### src/rtl/trace_pkg.sv
// Shared encodings for the trace capture / UART dump block.
package trace_pkg;

    typedef enum logic [1:0] {
        ARMED = 2'd0,
        POST  = 2'd1,
        DUMP  = 2'd2,
        DONE  = 2'd3
    } trace_state_e;

    localparam logic [7:0] HDR_BYTE   = 8'hA5;
    localparam int         FRAME_BITS = 10;

endpackage

### src/rtl/trace_uart_dump_uart_tx.sv
// 8N1 UART transmitter: one byte per frame, frames may be issued back-to-back.
module uart_tx_byte #(
    parameter int CLKS_PER_BIT = 4
) (
    input  logic       i_clk,
    input  logic       i_rst,
    input  logic       i_valid,
    input  logic [7:0] i_byte,
    output logic       o_ready,
    output logic       o_tx
);
    import trace_pkg::*;

    localparam int                CNT_W    = $clog2(CLKS_PER_BIT);
    localparam logic [CNT_W-1:0]  LAST_CLK = CNT_W'(CLKS_PER_BIT - 1);
    localparam logic [3:0]        LAST_BIT = 4'(FRAME_BITS - 1);

    logic                  r_busy;
    logic [FRAME_BITS-1:0] r_shift;
    logic [CNT_W-1:0]      r_clk_cnt;
    logic [3:0]            r_bit_cnt;
    logic                  w_bit_end;
    logic                  w_accept;

    // Handshake: a byte transfers on any cycle with i_valid && o_ready. o_ready is
    // also high on the final stop-bit cycle so the next start bit follows with no gap.
    assign w_bit_end = (r_clk_cnt == LAST_CLK);
    assign o_ready   = ~r_busy | (w_bit_end & (r_bit_cnt == LAST_BIT));
    assign w_accept  = i_valid & o_ready;
    assign o_tx      = r_shift[0];

    always_ff @(posedge i_clk) begin
        if (i_rst) begin
            r_busy    <= 1'b0;
            r_shift   <= '1;
            r_clk_cnt <= '0;
            r_bit_cnt <= '0;
        end else if (w_accept) begin
            r_busy    <= 1'b1;
            r_shift   <= {1'b1, i_byte, 1'b0};
            r_clk_cnt <= '0;
            r_bit_cnt <= '0;
        end else if (r_busy) begin
            if (w_bit_end) begin
                r_clk_cnt <= '0;
                // Shift in ones so the line rests high once the frame is out.
                r_shift   <= {1'b1, r_shift[FRAME_BITS-1:1]};
                if (r_bit_cnt == LAST_BIT) begin
                    r_busy    <= 1'b0;
                    r_bit_cnt <= '0;
                end else begin
                    r_bit_cnt <= r_bit_cnt + 4'd1;
                end
            end else begin
                r_clk_cnt <= r_clk_cnt + CNT_W'(1);
            end
        end
    end

endmodule

### src/rtl/trace_uart_dump.sv
// Trace capture with pre-trigger history; frozen buffer is streamed out as 8N1 UART bytes.
module trace_uart_dump #(
    parameter int DATA_W   = 6,
    parameter int DEPTH    = 64,
    parameter int PRE_TRIG = 16,
    parameter int CLK_HZ   = 27000000,
    parameter int BAUD     = 115200
) (
    input  logic              i_clk,
    input  logic              i_rst,
    input  logic [DATA_W-1:0] i_data,
    input  logic              i_trigger,
    input  logic              i_arm,
    output logic              o_uart_tx,
    output logic              o_busy,
    output logic              o_done
);
    import trace_pkg::*;

    localparam int              CLKS_PER_BIT = CLK_HZ / BAUD;
    localparam int              AW           = $clog2(DEPTH);
    localparam int              CW           = $clog2(DEPTH + 2);
    localparam logic [AW-1:0]   PRE_PTR      = AW'(PRE_TRIG);
    localparam logic [AW-1:0]   POST_LOAD    = AW'(DEPTH - PRE_TRIG - 1);
    localparam logic [CW-1:0]   LAST_CNT     = CW'(DEPTH + 1);

    trace_state_e      r_state;
    trace_state_e      w_next;
    logic              r_trig_q;
    logic              w_edge;
    logic              w_fire;
    logic [AW-1:0]     r_wr_ptr;
    logic [AW-1:0]     r_fill;
    logic [AW-1:0]     r_post_cnt;
    logic [AW-1:0]     r_rd_ptr;
    logic [CW-1:0]     r_byte_cnt;
    logic [DATA_W-1:0] r_mem [DEPTH];
    logic [DATA_W-1:0] r_rd_data;
    logic              w_we;
    logic              w_tx_valid;
    logic              w_tx_ready;
    logic              w_tx_accept;
    logic [7:0]        w_tx_byte;

    assign w_edge      = i_trigger & ~r_trig_q;
    assign w_fire      = (r_state == ARMED) && w_edge && (r_fill == PRE_PTR);
    assign w_we        = (r_state == ARMED) || (r_state == POST);
    // r_byte_cnt counts accepted bytes; count 0 is the header.
    assign w_tx_valid  = (r_state == DUMP) && (r_byte_cnt != LAST_CNT);
    assign w_tx_byte   = (r_byte_cnt == '0) ? HDR_BYTE : 8'(r_rd_data);
    assign w_tx_accept = w_tx_valid & w_tx_ready;
    assign o_busy      = (r_state == POST) || (r_state == DUMP);
    assign o_done      = (r_state == DONE);

    always_ff @(posedge i_clk) begin
        if (i_rst) begin
            r_state <= ARMED;
        end else begin
            r_state <= w_next;
        end
    end

    always_comb begin
        w_next = r_state;
        case (r_state)
            ARMED:   if (w_fire) w_next = (POST_LOAD == '0) ? DUMP : POST;
            POST:    if (r_post_cnt == AW'(1)) w_next = DUMP;
            DUMP:    if ((r_byte_cnt == LAST_CNT) && w_tx_ready) w_next = DONE;
            DONE:    if (i_arm) w_next = ARMED;
            default: w_next = ARMED;
        endcase
    end

    always_ff @(posedge i_clk) begin
        if (i_rst) begin
            r_trig_q   <= 1'b0;
            r_wr_ptr   <= '0;
            r_fill     <= '0;
            r_post_cnt <= '0;
            r_rd_ptr   <= '0;
            r_byte_cnt <= '0;
        end else begin
            r_trig_q <= i_trigger;
            case (r_state)
                ARMED: begin
                    r_wr_ptr   <= r_wr_ptr + AW'(1);
                    r_byte_cnt <= '0;
                    if (r_fill != PRE_PTR) r_fill <= r_fill + AW'(1);
                    if (w_fire) begin
                        // Oldest kept sample sits PRE_TRIG slots behind the trigger sample.
                        r_rd_ptr   <= r_wr_ptr - PRE_PTR;
                        r_post_cnt <= POST_LOAD;
                    end
                end
                POST: begin
                    r_wr_ptr   <= r_wr_ptr + AW'(1);
                    r_post_cnt <= r_post_cnt - AW'(1);
                end
                DUMP: begin
                    if (w_tx_accept) begin
                        r_byte_cnt <= r_byte_cnt + CW'(1);
                        // Advance once a sample byte is taken so the next read lands a frame early.
                        if (r_byte_cnt != '0) r_rd_ptr <= r_rd_ptr + AW'(1);
                    end
                end
                DONE: begin
                    if (i_arm) begin
                        r_wr_ptr <= '0;
                        r_fill   <= '0;
                    end
                end
                default: ;
            endcase
        end
    end

    // Plain synchronous-read array so it maps onto block RAM.
    always_ff @(posedge i_clk) begin
        if (w_we) r_mem[r_wr_ptr] <= i_data;
        r_rd_data <= r_mem[r_rd_ptr];
    end

    uart_tx_byte #(
        .CLKS_PER_BIT(CLKS_PER_BIT)
    ) u_uart (
        .i_clk  (i_clk),
        .i_rst  (i_rst),
        .i_valid(w_tx_valid),
        .i_byte (w_tx_byte),
        .o_ready(w_tx_ready),
        .o_tx   (o_uart_tx)
    );

endmodule

### config.mk
export PLATFORM = sky130hd
export DESIGN_NAME = trace_uart_dump
export DESIGN_NICKNAME = d
export VERILOG_FILES = /design/src/rtl/trace_pkg.sv /design/src/rtl/trace_uart_dump_uart_tx.sv /design/src/rtl/trace_uart_dump.sv
export SDC_FILE = /design/constraint.sdc
export NUM_CORES = 1
export LEC_CHECK = 0
export BUFFER_PORTS_ARGS = -buffer_cell sky130_fd_sc_hd__buf_2
export CORE_MARGIN = 8
export CORE_UTILIZATION = 30
export DETAILED_ROUTE_END_ITERATION = 12
export GPL_TIMING_DRIVEN = 1
export PLACE_DENSITY = 0.42
export SYNTH_ARGS = -nofsm -noshare
export SYNTH_HDL_FRONTEND = slang
export SYNTH_SLANG_ARGS = --single-unit
### constraint.sdc
create_clock -name i_clk -period 2.53 [get_ports i_clk]
set_input_delay 0.1265 -clock i_clk [delete_from_list [all_inputs] [get_ports i_clk]]
set_output_delay 0.1265 -clock i_clk [all_outputs]
set_load 0.005 [all_outputs]
### After elaboration in Yosys (flattened, before gate mapping)

Memories as Yosys holds them, arrays and structs flattened. A register that Yosys moved wholly into a read port is not among the register bits.
Index checks and enable logic that the tools add are counted.

* $add $sub $neg: 8
* eq/ne operators: 17
* mux-type cells: 29
* bitwise operators: 6
* reduce and logical (&&, ||, !) cells: 25

Operators with widths (number)
* 6-bit case mux with 2 select lines: 4
* 6-bit two-way mux: 6
* 9-bit two-way mux: 3
* 6-bit by 1-bit adder with 6-bit output (second input constant): 3
* 8-bit two-way mux: 2
* 7-bit case mux with 2 select lines: 1
* 2-bit nonzero test: 6
* 2-bit by 1-bit inequality test with 1-bit output (second input constant): 5
* 2-bit AND reduction: 5
* 8-bit by 1-bit adder with 8-bit output (second input constant): 1
* 8-bit == test (second input constant): 1
* 2-bit two-way mux: 4
* 2-bit case mux with 4 select lines: 1
* 4-bit AND reduction: 2
* 7-bit by 1-bit adder with 7-bit output (second input constant): 1
* 7-bit == test (second input constant): 1
* 7-bit zero test: 1
* 7-bit two-way mux: 1
* 7-bit inequality test (second input constant): 1
* 7-bit nonzero test: 1
* 6-bit by 1-bit == test with 1-bit output (second input constant): 1
* 6-bit by 5-bit == test with 1-bit output (second input constant): 1
* 1-bit two-way mux: 6
* 6-bit by 5-bit inequality test with 1-bit output (second input constant): 1
* other kinds (16): 26

* register bits: 56
* memory bits (writable): 384
* input bits: 10
* output and inout bits: 3
* word-level logic and storage cells: 97
* memories kept: 1

Memory list
* r_mem: depth 64, width 6, rd ports 1, clocked after Yosys merged registers in 1, write ports 1, line trace_uart_dump.sv:37 `logic [DATA_W-1:0] r_mem [DEPTH];`

### Longest topological paths before layout

Gate-level depths: netlist of the first run.

* word-level depth: 6
* mapped depth: 8
* depth with buffers taken out: 7

### By module

Synthesis of the first run repeated with hierarchy kept, for this count alone.

* cells, all modules: 1152
* area, all modules: 18440.2 um^2

Modules (own cells, without submodules)
* trace_uart_dump: times used 1, cells each 1010, area each 17255.3 um^2, sequential area each 12331.8 um^2
* uart_tx_byte: times used 1, cells each 142, area each 1184.9 um^2, sequential area each 440.4 um^2

### Worst setup path before layout of the first run

No wires, ideal clock.

* path type: register to register
* start: register r_state[0]
* end: memory r_mem[43][0] (enable)
* setup time: 350 ps
* arrival: 1768 ps
* required time: 2180 ps
* setup slack: 412 ps
* stages on the path, launching flop included: 8
* path buffers: 1
* clock period less this slack: 2118 ps
* cells stage by stage: dfxtp_1 -> inv_1 -> ha_1 -> buf_1 -> nor2_1 -> nor2b_1 -> nand2_1 -> nor2_1

* word-level cells in the longest chain between the ends: 4
* elaborated cells on any way between the ends: 5
* classes of those cells: eq/ne (1); mux (2); reduce/logical (2)

RTL lines
* start, declared: line trace_uart_dump.sv:27 `trace_state_e r_state;`
* start signal, assigned: line trace_uart_dump.sv:59 `r_state <= w_next;`
* 2-bit by 1-bit == test with 1-bit output or 2-bit zero test (tied branches): line trace_uart_dump.sv:47 `assign w_we = (r_state == ARMED) || (r_state == POST);`
* 1-bit logical OR *: line trace_uart_dump.sv:47
* 1-bit two-way mux *: line trace_uart_dump.sv:119 `if (w_we) r_mem[r_wr_ptr] <= i_data;`
* 1-bit two-way mux (implied by the code) *: line trace_uart_dump.sv:119
* end, declared: line trace_uart_dump.sv:37

Mark *: on every way between the ends. The rest lies on a longest branch, timed or not.

==> results.toml, run 1 <==
[timing]
worst_slew_pin_slew_ns = 0.797
min_period_ns = 2.51
relSlewSlack_pct = 45.5
rsz0062_at_grt = "no"
fmax_mhz = 398
min_period_over_period_pct = 99.3
final_max_slew_viol_count = 0
finClkSkew_ns = 0.0213
hold_viol_final = 0
finalSetupViolations = 0

[clocking]
cts_buffers = 49
htree_levels = 2
clk_latency_ns = 0.59
cts_buffer_depth = 3
cts_sinks = 446
path_clk_slew_ns = 0.06
cts_tree = "built"
clockRootBuffer = "clkbuf_16"

[run]
drv_cap = 0

[worst_setup_path]
crit_arrival_ns = 3.00
crit_path_start_kind = "register"
critPathMaxFanout = 28
cp-end-kind = "register"
critPathRequiredTime_ns = 3.01
crit_type = "register to register"

[drt]
vias = 10100
ant_nets = 0
dr.pass1.iters = 4
wl_microns = 46400
remaining_drc_errors = 0
drt_iter0_markers = 701
vias_per_cell = 4.85
wl_per_cell_microns = 22.2

[floorplanning]
die_y_microns = 262
floorplan.rows = 90
die_x_microns = 262
start_util_pct = 30.3
design.portCount = 13
dieArea_sq_um = 68800
coreArea_sq_um = 60100

[final_layout]
multi_input_area_sq_um = 5110
drive_gt1_share_pct = 22.7
regArea_sq_um = 12800
layout.cell_area.non_filler_sq_um = 21700
fill_cells = 5753
antenna_cells = 0
fin_nets = 1295
areaGrowthSynthToFinish_pct = 19.0
final_core_util_pct = 36.0

[global_routing]
grt_first_pass_wirelength_microns = 68800
grt-ovfl-total = 0
grt_max_degree = 65
grt_use_total_pct = 13.2
antenna_found_initial = 0
grt_pass1_vias = 10500

[outcome]
status = "finished, final reports clean"

[yosys]
ys_async_sr_fraction_pct = 0
yosysMostFrequentCell = "edfxtp_1"
synth-seq-area-share_pct = 70.2
netlist_area_sq_um = 18200
synth_seq_cells = 446
ys_types = 69
synth_top_area_share_pct = 63.4
synthCells = 1130
yosys-top-cells-count = "edfxtp_1 (384), nor2_1 (141), mux4_2 (73)"
syn-num-nets = 1159
yosys_warnings = 0
synth_area_leader_cell = "edfxtp_1"
synth_area_leaders = "edfxtp_1 (63%), mux4_2 (9.0%), dfxtp_1 (6.8%)"
synth_ff_type = "edfxtp_1"
syn_area_per_cell_sq_um = 16.1
synth_edf_count = 384

[pwr]
p_leak_nw = 6.90
vdd_drop_max_mv = 0.481
powerDensity_nw_per_um2 = 754

[place]
port_buffers = 12
routabilityCongestion = 0.782
placed_cell_area_sq_um = 20100
dp_hpwl_microns = 30300

[hold_path]
hold_path_class = "input port to register"
-- cells in the final DEF, fill, tap and decap left out, types with 8 or more instances in the layout --
master and n:
nand4_1 11, mux4_2 73, nand2_1 35, a21oi_1 20, clkbuf_1 12, or3_1 8, nor3_1 19, edfxtp_1 384
nor2_1 141, a31oi_1 14, inv_1 22, buf_4 119, xnor2_1 10, xor2_1 11, nand3b_1 9, clkbuf_16 50
o21ai_0 21, buf_2 12, o22ai_1 18, clkinv_2 10, nand3_1 21, ha_1 19, clkinv_1 12, dfxtp_1 59
buf_12 8, mux2i_1 61
-- stage by stage --
stage	power [mW]	hold slack (ns)	setup TNS [ns]	setup WS, ns	std cells
5_1_grt	16.9	0.0757	0	0.00452	2088
2_1_floorplan	8.92	0.225	0	0.412	1130
3_3_place_gp	9.51	0.356	-0.156	-0.121	1994
3_5_place_dp	9.50	0.371	-0.279	-0.140	1994
4_1_cts	16.6	0.0305	0	0.0459	2088
6_report	16.3	0.0597	0	0.0170	2088
-- path summary, 6_finish.rpt --
| kind | start | to | slack (ns) | cells after the start |
|---|---|---|---|---|
| worst max register to register | r_rd_ptr[0] | r_rd_data[1] | 0.02 | 7 |
| worst max-delay path | r_rd_ptr[0] | r_rd_data[1] | 0.02 | 7 |
| worst min register to register | u_uart.r_shift[3] | u_uart.r_shift[3] | 0.48 | 2 |
| worst min-delay path | i_data[1] | r_mem[38][1] | 0.06 | 1 |
-- worst max-delay path: stages, from the launching register on --
cell	delay, ns
dfxtp_4	0.42
buf_12	0.24
mux4_2	0.53
mux2i_1	0.14
nor2_1	0.05
a2111oi_1	0.72
buf_4	0.22
nor3_1	0.04
-- registers in the layout, indices dropped and copies added (netlist names) --
name,count
u_uart.r_busy,1
r_trig_q,1
r_post_cnt,6
r_wr_ptr,6
r_rd_data,6
r_byte_cnt,7
r_state,2
u_uart.r_bit_cnt,4
r_fill,6
r_mem,384
r_rd_ptr,6
u_uart.r_shift,9
u_uart.r_clk_cnt,8
-- area by class of cell --
cell class,instances,share of cell area (%)
Timing Repair Buffer,142,5.28
Inverter,22,0.381
Tap cell,782,4.52
Sequential cell,446,59.0
Clock buffer,62,5.99
Multi-Input combinational cell,605,23.6
Clock inverter,29,1.20
-- kinds of logic (layout without fill, tap and decap cells) --
group,Yosys count,count (layout),synth area share (%)
flip-flops,446,446,70.2
buffers and inverters,79,255,1.76
multiplexers,137,137,12.6
XOR/XNOR,21,21,1.01
AO/OA/AOI/OAI,142,142,5.51
AND/OR/NAND/NOR,286,286,7.64
adder cells (fa/ha/maj),19,19,1.31
-- timing repair --
action                                  CTS  global route
setup buffers                             0             0
pin swaps                                 0             0
hold endpoints to repair                  9             0
hold buffers                              3             0
endpoints found under the setup margin    2             2
gates resized for setup                   2             2
-- routing by layer --
| metal | share of wire, % | global-route usage [%] | up-vias |
|---|---|---|---|
| li1 | - | - | 4699 |
| met1 | 46 | 17.8 | 5178 |
| met2 | 47 | 21.2 | 171 |
| met3 | 3.7 | 2.38 | 78 |
| met4 | 3.3 | 5.01 | 0 |
| met5 | 0 | 0 | - |
-- power breakdown --
part / total, mW / internal (mW) / switching, mW
Clock: 6.98 / 4.04 / 2.94
Sequential: 8.37 / 8.22 / 0.150
Combinational: 0.990 / 0.341 / 0.649
Note: power is estimated with default switching activity, not from simulation.
==> run 2: changes to the inputs <==
--- a/config.mk
+++ b/config.mk
@@ -6,7 +6,7 @@
 export NUM_CORES = 1
 export LEC_CHECK = 0
 export BUFFER_PORTS_ARGS = -buffer_cell sky130_fd_sc_hd__buf_2
-export CORE_MARGIN = 8
+export CORE_MARGIN = 2
 export CORE_UTILIZATION = 30
 export DETAILED_ROUTE_END_ITERATION = 12
 export GPL_TIMING_DRIVEN = 1
==> constraint.sdc (replaced) <==
create_clock -name i_clk -period 2.35 [get_ports i_clk]
set_input_delay 0.1175 -clock i_clk [delete_from_list [all_inputs] [get_ports i_clk]]
set_output_delay 0.1175 -clock i_clk [all_outputs]
set_load 0.005 [all_outputs]
==> run 2 against run 1 <==
- register-to-register slack gained 0.04 ns
- routed wire length grew 2.2%
- clock skew up 0.0062 ns
- critical endpoint is now r_mem[19][1]
- largest power group unchanged
==> results.toml, run 2 (synthesis gave the netlist of run 1 again) <==
[worst_setup_path]
crit_type = "register to register"
critPathRequiredTime_ns = 2.57
path_common_cell = "nor2_1"
critPathMaxFanout = 8
slowest_stage = "nor2_1"
cp_cell_sequence = "inv_1 -> ha_1 -> nor2_1 -> nor2_2 -> nand2_1 -> nor2_1"
crit_arrival_ns = 2.52
cp-end-kind = "register"
slowest_delay_ns = 0.53
crit_path_start_kind = "register"

[final_layout]
regArea_sq_um = 12800
layout.cells.most_common = "edfxtp_1"
multi_input_area_sq_um = 5260
drive_gt1_share_pct = 24.5
top_register = "r_mem"
largest_reg_flops = 384
areaGrowthSynthToFinish_pct = 18.1
antenna_cells = 0
layout.cells.most_common_list = "edfxtp_1 (384), nor2_1 (93), mux4_2 (73)"
fin_nets = 1252
reg_top3 = "r_mem x384, u_uart.r_shift x9, u_uart.r_clk_cnt x8"
fill_cells = 5791

[floorplanning]
start_util_pct = 30.3
dieArea_sq_um = 62600
die_x_microns = 250
die_y_microns = 250
floorplan.rows = 90
design.portCount = 13
coreArea_sq_um = 60100

[drt]
wl_per_cell_microns = 23.3
remaining_drc_errors = 0
drt_iter0_markers = 721
vias_per_cell = 4.89
wl_microns = 47500
dr.pass1.iters = 5
ant_nets = 0
vias = 9973

[place]
routabilityCongestion = 0.776
dp_hpwl_microns = 31600
port_buffers = 12

[timing]
fmax_mhz = 436
min_period_over_period_pct = 97.7
finalSetupViolations = 0
final_max_slew_viol_count = 0
relSlewSlack_pct = 50.2
min_period_ns = 2.30
worst_slew_pin_slew_ns = 0.747
hold_viol_final = 0
finClkSkew_ns = 0.0275
rsz0062_at_grt = "yes"
hold_ws_ns = 0.0767
finalSetupTns_ns = 0

[run]
drv_cap = 0

[clocking]
path_clk_slew_ns = 0.06
cts_sinks = 446
postCtsSetupRepairBufs = 0
htree_levels = 2
cts_buffer_depth = 3
cts_tree = "built"
clockRootBuffer = "clkbuf_16"
clk_latency_ns = 0.59
cts_buffers = 50

[hold_path]
hold_path_class = "input port to register"

[pwr]
vdd_drop_max_mv = 0.540
powerDensity_nw_per_um2 = 816
p_leak_nw = 6.66

[global_routing]
grt_max_degree = 43
antenna_found_initial = 0
grt-ovfl-total = 0
grt_first_pass_wirelength_microns = 70700
grt_use_total_pct = 15.3
grt_pass1_vias = 10500

[outcome]
status = "finished, final reports clean"
[run 2: power breakdown]
group / switching, mW / internal, mW / total [mW]
Clock: 3.14 / 4.28 / 7.42
Sequential: 0.159 / 8.85 / 9.01
Combinational: 0.765 / 0.355 / 1.12
[run 2: routing by layer]
metal / vias to the layer above / global-route usage (%) / share of wire [%]
met5: - / 0 / 0
met4: 0 / 4.74 / 2.2
met3: 58 / 2.46 / 3.9
met2: 169 / 24.7 / 47
met1: 5110 / 21.3 / 47
li1: 4636 / - / -
[run 2: layout make-up]
| cell class | count | share of cell area (%) |
|---|---|---|
| Multi-Input combinational cell | 605 | 24.5 |
| Sequential cell | 446 | 59.5 |
| Inverter | 22 | 0.384 |
| Tap cell | 782 | 4.55 |
| Clock inverter | 29 | 1.05 |
| Clock buffer | 59 | 6.08 |
| Timing Repair Buffer | 98 | 4.02 |
[run 2: critical path: cells and delay by family (launching register included)]
family	cells	cell delay, ns
simple gates	4	1.32
flops	1	0.33
fa+ha+maj	1	0.18
buf+inv	1	0.10
[run 2: final timing paths]
check / cells past startpoint / end / slack, ns / startpoint
min reg2reg: 2 / u_uart.r_shift[3] / 0.47 / u_uart.r_shift[3]
max reg2reg: 6 / r_mem[19][1] / 0.05 / r_state[0]
min: 2 / r_mem[33][5] / 0.08 / i_data[5]
max: 6 / r_mem[19][1] / 0.05 / r_state[0]
[run 2: metrics by stage]
| step | utilization [%] | area [sq um] | setup WS (ns) | total power [mW] | std cells |
|---|---|---|---|---|---|
| after detailed placement | 32.8 | 19800 | -0.191 | 10.3 | 1948 |
| after CTS | 35.5 | 21300 | -0.0372 | 17.7 | 2041 |
| after global placement | 32.8 | 19800 | -0.177 | 10.3 | 1948 |
| after floorplan | - | 18200 | 0.232 | 9.60 | 1130 |
| after global routing | 35.7 | 21500 | -0.0758 | 18.1 | 2041 |
| final | 35.7 | 21500 | 0.0545 | 17.5 | 2041 |
[run 2: repair_timing]
action / CTS / global route
gates resized for setup: 7 / 53
pin swaps: 0 / 0
endpoints found under the setup margin: 224 / 332
hold buffers: 5 / 0
hold endpoints to repair: 14 / 0
gates cloned: 0 / 0
